<file path="src/rtl/sdp_x_pkg.sv">
// Shared definitions for the SDP X-path ALU output consumer stage.
package sdp_x_pkg;

  // Default packet width: 16 lanes of 32 bits.
  localparam int SDP_X_DW = 512;

  // Default width of the element counters and the element-count config.
  localparam int SDP_X_CW = 32;

  // Layer sequencing states.
  typedef enum logic [1:0] {
    IDLE  = 2'd0,
    RUN   = 2'd1,
    DRAIN = 2'd2
  } sdp_x_state_e;

endpackage

</file>
<file path="src/rtl/sdp_x_skid2.sv">
// Generic 2-entry skid buffer with a registered upstream ready.
// The head entry drives the output directly, so output data is stable while
// downstream stalls. accept_en is the caller's next-cycle permission to accept;
// it is combined with next-cycle occupancy so ready never has a combinational
// path from either side of the buffer.
module sdp_x_skid2
  import sdp_x_pkg::*;
#(
  parameter int DW = SDP_X_DW
) (
  input  logic          clk,
  input  logic          rst,
  input  logic          in_vld,
  output logic          in_rdy,
  input  logic [DW-1:0] in_pd,
  output logic          out_vld,
  input  logic          out_rdy,
  output logic [DW-1:0] out_pd,
  input  logic          accept_en
);

  logic [1:0]    occ;
  logic [1:0]    occ_nxt;
  logic [DW-1:0] head;
  logic [DW-1:0] head_nxt;
  logic [DW-1:0] tail;
  logic [DW-1:0] tail_nxt;
  logic          push;
  logic          pop;

  assign push    = in_vld & in_rdy;
  assign pop     = out_vld & out_rdy;
  assign out_vld = (occ != 2'd0);
  assign out_pd  = head;

  // Next occupancy and entry contents; a simultaneous push and pop keeps
  // occupancy and shifts the tail forward so FIFO order is preserved.
  always_comb begin
    occ_nxt  = occ;
    head_nxt = head;
    tail_nxt = tail;
    case ({push, pop})
      2'b10: begin
        if (occ == 2'd0) head_nxt = in_pd;
        else             tail_nxt = in_pd;
        occ_nxt = occ + 2'd1;
      end
      2'b01: begin
        head_nxt = tail;
        occ_nxt  = occ - 2'd1;
      end
      2'b11: begin
        if (occ == 2'd1) begin
          head_nxt = in_pd;
        end else begin
          head_nxt = tail;
          tail_nxt = in_pd;
        end
      end
      default: ;
    endcase
  end

  // Entry registers, occupancy, and the registered ready for the next cycle.
  always_ff @(posedge clk) begin
    if (rst) begin
      occ    <= 2'd0;
      head   <= '0;
      tail   <= '0;
      in_rdy <= 1'b0;
    end else begin
      occ    <= occ_nxt;
      head   <= head_nxt;
      tail   <= tail_nxt;
      in_rdy <= accept_en & (occ_nxt != 2'd2);
    end
  end

endmodule

</file>
<file path="src/rtl/sdp_x_alu_out_skid.sv">
// Consumer stage for the SDP X-path ALU output channel. Buffers ALU result
// packets in a 2-entry skid, forwards them in order to the multiplier input,
// counts packets per layer, flags the final packet and pulses layer_done.
module sdp_x_alu_out_skid
  import sdp_x_pkg::*;
#(
  parameter int DW = SDP_X_DW,
  parameter int CW = SDP_X_CW
) (
  input  logic          nvdla_core_clk,
  input  logic          nvdla_core_rst,
  input  logic          op_start,
  input  logic [CW-1:0] cfg_elem_num_m1,
  input  logic          chn_alu_out_vld,
  output logic          chn_alu_out_rdy,
  input  logic [DW-1:0] chn_alu_out_pd,
  output logic          chn_mul_in_vld,
  input  logic          chn_mul_in_rdy,
  output logic [DW-1:0] chn_mul_in_pd,
  output logic          chn_mul_in_last,
  output logic          layer_done,
  output logic          busy
);

  localparam logic [CW-1:0] CNT_ONE = {{(CW-1){1'b0}}, 1'b1};

  sdp_x_state_e  state;
  sdp_x_state_e  state_nxt;
  logic [CW-1:0] elem_m1;
  logic [CW-1:0] elem_m1_nxt;
  logic [CW-1:0] in_cnt;
  logic [CW-1:0] in_cnt_nxt;
  logic [CW-1:0] out_cnt;
  logic [CW-1:0] out_cnt_nxt;
  logic          layer_done_nxt;
  logic          accept_en;
  logic          accept;
  logic          fire;

  assign accept          = chn_alu_out_vld & chn_alu_out_rdy;
  assign fire            = chn_mul_in_vld & chn_mul_in_rdy;
  assign chn_mul_in_last = chn_mul_in_vld & (out_cnt == elem_m1);
  assign busy            = (state != IDLE);

  sdp_x_skid2 #(
    .DW (DW)
  ) u_skid (
    .clk       (nvdla_core_clk),
    .rst       (nvdla_core_rst),
    .in_vld    (chn_alu_out_vld),
    .in_rdy    (chn_alu_out_rdy),
    .in_pd     (chn_alu_out_pd),
    .out_vld   (chn_mul_in_vld),
    .out_rdy   (chn_mul_in_rdy),
    .out_pd    (chn_mul_in_pd),
    .accept_en (accept_en)
  );

  // Layer sequencing, counters and the next-cycle accept permission. Counts are
  // compared by equality so an all-ones element count never wraps mid-layer.
  always_comb begin
    state_nxt      = state;
    elem_m1_nxt    = elem_m1;
    in_cnt_nxt     = in_cnt;
    out_cnt_nxt    = out_cnt;
    layer_done_nxt = 1'b0;
    if (accept) in_cnt_nxt = in_cnt + CNT_ONE;
    if (fire)   out_cnt_nxt = out_cnt + CNT_ONE;
    case (state)
      IDLE: begin
        if (op_start) begin
          state_nxt   = RUN;
          elem_m1_nxt = cfg_elem_num_m1;
          in_cnt_nxt  = '0;
          out_cnt_nxt = '0;
        end
      end
      RUN: begin
        if (accept && (in_cnt == elem_m1)) state_nxt = DRAIN;
      end
      DRAIN: begin
        if (fire && chn_mul_in_last) begin
          state_nxt      = IDLE;
          layer_done_nxt = 1'b1;
        end
      end
      default: state_nxt = IDLE;
    endcase
    accept_en = (state_nxt == RUN) && (in_cnt_nxt <= elem_m1_nxt);
  end

  // State, latched config, counters and the registered done pulse.
  always_ff @(posedge nvdla_core_clk) begin
    if (nvdla_core_rst) begin
      state      <= IDLE;
      elem_m1    <= '0;
      in_cnt     <= '0;
      out_cnt    <= '0;
      layer_done <= 1'b0;
    end else begin
      state      <= state_nxt;
      elem_m1    <= elem_m1_nxt;
      in_cnt     <= in_cnt_nxt;
      out_cnt    <= out_cnt_nxt;
      layer_done <= layer_done_nxt;
    end
  end

endmodule
</file>
<file path="config.mk">
export PLATFORM = sky130hd
export DESIGN_NAME = sdp_x_alu_out_skid
export DESIGN_NICKNAME = d
export VERILOG_FILES = /design/src/rtl/sdp_x_pkg.sv /design/src/rtl/sdp_x_skid2.sv /design/src/rtl/sdp_x_alu_out_skid.sv
export SDC_FILE = /design/constraint.sdc
export NUM_CORES = 2
export LEC_CHECK = 0
export ABC_AREA = 1
export ABC_CLOCK_PERIOD_IN_PS = 7200
export CAP_MARGIN = 15
export CORE_AREA = 2 2 418 420
export DETAILED_ROUTE_END_ITERATION = 7
export DIE_AREA = 0 0 420 422
export GPL_TIMING_DRIVEN = 0
export SYNTH_ARGS = -nofsm -noshare
export SYNTH_HDL_FRONTEND = slang
export SYNTH_SLANG_ARGS = --single-unit
</file>
<file path="constraint.sdc">
create_clock -name nvdla_core_clk -period 7.2 [get_ports nvdla_core_clk]
set_clock_uncertainty 0.2 [all_clocks]
set_input_delay 1.08 -clock nvdla_core_clk [delete_from_list [all_inputs] [get_ports nvdla_core_clk]]
set_output_delay 1.08 -clock nvdla_core_clk [all_outputs]
set_load 0.02 [all_outputs]
</file>
==> results.json <==
{
  "post-route-drc-count": 0,
  "fillers": 17947,
  "ys_types": 44,
  "clockPowerShare_pct": 33.4,
  "synth_fa_ha_area_share_pct": 0.988,
  "synth_compound_area_share_pct": 20.7,
  "synth-seq-area-share_pct": 45.6,
  "fin_cells": 10367,
  "setup_slack_ns": 2.33,
  "synth-simple-area-share_pct": 18.1,
  "required_ns": 7.67,
  "drive_above_1_share_pct": 6.20,
  "finalSetupViolations": 0,
  "synth.cell_area_mm2": 0.0494,
  "startpoint_type": "primary input",
  "cts_setup_buffers": 0,
  "clk_path_buf_depth": 3,
  "p_leak_nw": 30.0,
  "antenna_found_initial": 73,
  "endpoint_kind": "flip-flop",
  "p_per_area_mw_per_mm2": 309,
  "htreeDepth": 4,
  "clk_latency_ns": 0.80,
  "grt-ovfl-total": 0,
  "synth_xor_area_share_pct": 0.904,
  "slew_viol_final": 0,
  "dp_hpwl_mm": 180,
  "critPathKind": "in2reg",
  "power_frac_seq_pct": 37.9,
  "worst_slew_pin_slew_ns": 1.16,
  "grt_max_degree": 17,
  "peakVddDrop_mv": 0.239,
  "yosysTopAreaCell": "dfxtp_1",
  "routed_wl_mm": 231,
  "reg2reg_to": "u_skid.out_pd[483]$_SDFFE_PP0P_",
  "synth_common_cells": "inv_1 (1155), dfxtp_1 (1126), nand2_1 (785), nor2_1 (719), o21ai_0 (571)",
  "core-area_mm2": 0.173,
  "synth_top_cells_by_area": "dfxtp_1 (46%), o221ai_1 (9.1%), inv_1 (8.8%)",
  "p_sw_share_pct": 35.2,
  "intPower_mw": 13.5,
  "die-area_mm2": 0.177,
  "startpoint": "chn_alu_out_vld",
  "dp_cells": 10091,
  "vias": 52139,
  "async_flop_share_pct": 0,
  "io_pins": 1066,
  "die_y_um": 422,
  "area_delta_synth_final_pct": 36.7,
  "place_congestion": 0.945,
  "status": "completed",
  "ys_dominant_reg_cell": "dfxtp_1",
  "r2r_start": "u_skid.occ[0]$_SDFF_PP0_",
  "arrival_ns": 5.34,
  "hold_class": "reg2reg",
  "synth_nets": 7288,
  "numPortBuffers": 1064,
  "finalCritPeriodShare_pct": 67.7,
  "worst-r2r-cell-count": 16,
  "via_per_inst": 5.03,
  "max_freq_ghz": 0.205,
  "syn_area_per_cell_um2": 7.37,
  "post-synth-top-count-cell": "inv_1",
  "power.switching_mw": 7.35,
  "maxCapViolations": 0,
  "min_path_cells": 2,
  "path_clk_slew_ns": 0.06,
  "cp-endpoint": "u_skid.tail[380]$_SDFFE_PP0P_",
  "placed_cell_area_mm2": 0.0630,
  "synth_top_cell_area_share_pct": 45.6,
  "post_drt_wl_per_cell_um": 22.3,
  "synth_edf_count": 0,
  "die_w_um": 420,
  "fin_total_pwr_mw": 20.9,
  "cts.sinks": 1126,
  "syn_inst": 6700,
  "start_util_pct": 28.6,
  "drtIter0Drc": 4575,
  "fin_tns_setup_ns": 0,
  "hold_violations": 0,
  "yosys_warnings": 0,
  "dr.pass1.iters": 6,
  "cp_max_fo": 11,
  "grt_use_total_pct": 24.9,
  "nets": 8490,
  "cts_buffers": 134,
  "muxShareOfSynthArea_pct": 0.122,
  "row_count": 153,
  "dp_slack_ns": 1.38,
  "holdBufCountCts": 0,
  "finalCriticalPeriod_ns": 4.87,
  "cts_resized": 0,
  "synth_top_family_by_area": "compound AO/OA/AOI/OAI gates",
  "root_buffer": "clkbuf_16",
  "slew-limit-headroom_pct": 22.8,
  "combPwrFrac_pct": 28.7,
  "grt_pass1_vias": 49599,
  "grt_setup_unrepaired": "no",
  "ant_nets": 0,
  "grt_pass1_wl_mm": 332,
  "cts_tree": "built",
  "final_area_mm2": 0.0675,
  "rrSetupSlack_ns": 2.67,
  "synth_seq_cells": 1126
}
[metrics by stage]
stage	utilization, %	hold WS [ns]
2_1_floorplan	-	0.267
3_5_place_dp	36.4	0.309
3_3_place_gp	36.4	0.301
6_report	39.1	0.319
5_1_grt	39.0	0.347
4_1_cts	39.0	0.322
[placed cells by master, fill, tap and decap left out, drive strengths merged]
cell type,n
mux2i,6
clkinvlp,6
nor4,9
o211ai,3
buf,292
o21bai,1
clkbuf,430
clkinv,19
diode,43
o22ai,2
o221ai,512
nand3,544
nand2b,1
or2,1
nand3b,1
xnor2,12
nor3,36
a211oi,4
a221o,1
o21a,2
bufinv,9
nor2,729
xor2,39
inv,1172
nor3b,2
and2,1
nand2,790
dfxtp,1126
clkdlybuf4s50,1064
a21oi,548
o21ai,576
ha,39
nor4b,1
nand4,21
[area by class of cell]
class,count,area [um^2],share of cell area (%)
Antenna cell,43,108,0.159
Buffer,533,2340,3.47
Clock buffer,187,3770,5.59
Clock inverter,46,619,0.917
Inverter,1160,4350,6.45
Multi-Input combinational cell,3881,20200,29.9
Sequential cell,1126,22500,33.4
Tap cell,2325,2910,4.31
Timing Repair Buffer,1066,10700,15.9
[cells by family after synthesis]
family	Yosys count
adder cells (fa/ha/maj)	39
AND/OR/NAND/NOR	2136
AO/OA/AOI/OAI	1649
flip-flops	1126
buffers and inverters	1693
XOR/XNOR	51
multiplexers	6
[power by group through the flow]
stage	clock (mW)	sequential [mW]	combinational [mW]
2_1_floorplan	0	8.48	2.38
3_3_place_gp	0	8.00	5.88
3_5_place_dp	0	8.01	5.95
4_1_cts	7.07	7.89	5.98
5_1_grt	7.34	7.98	6.44
6_report	6.96	7.91	5.98
[state kept, by name (all words and copies together), names as in the netlist]
| signal | cells |
|---|---|
| u_skid.out_pd | 512 |
| u_skid.tail | 512 |
| elem_m1 | 32 |
| in_cnt | 32 |
| out_cnt | 32 |
| state | 2 |
| u_skid.occ | 2 |
| layer_done | 1 |
| u_skid.in_rdy | 1 |
[per-layer routing]
metal	part of all wire [%]	GRT usage (%)
met3	8.0	6.45
met2	47	40.0
met5	0.039	0
met4	4.6	12.4
met1	41	30.6
[worst min path at each step]
stage                                endpoint                      startpoint  slack (ns)
2_1_floorplan           out_cnt[5]$_SDFF_PP0_           out_cnt[5]$_SDFF_PP0_        0.27
3_3_place_gp            out_cnt[5]$_SDFF_PP0_           out_cnt[5]$_SDFF_PP0_        0.30
3_5_place_dp   u_skid.out_pd[16]$_SDFFE_PP0P_  u_skid.out_pd[16]$_SDFFE_PP0P_        0.31
4_1_cts                 out_cnt[5]$_SDFF_PP0_           out_cnt[5]$_SDFF_PP0_        0.32
5_1_grt                 layer_done$_SDFF_PP0_             state[1]$_SDFF_PP0_        0.35
6_report       u_skid.out_pd[16]$_SDFFE_PP0P_  u_skid.out_pd[16]$_SDFFE_PP0P_        0.32
[critical path, cell delays in order]
cell and delay (ns):
clkdlybuf4s50_1 0.42, nand2_1 0.38, buf_2 0.41, inv_1 0.10, clkbuf_1 0.33, ha_1 0.36
a221o_1 0.36, inv_2 0.41, buf_2 0.53, buf_2 0.44, buf_2 0.33, a21oi_1 0.12
No activity file was read; power rests on OpenSTA's default activity.
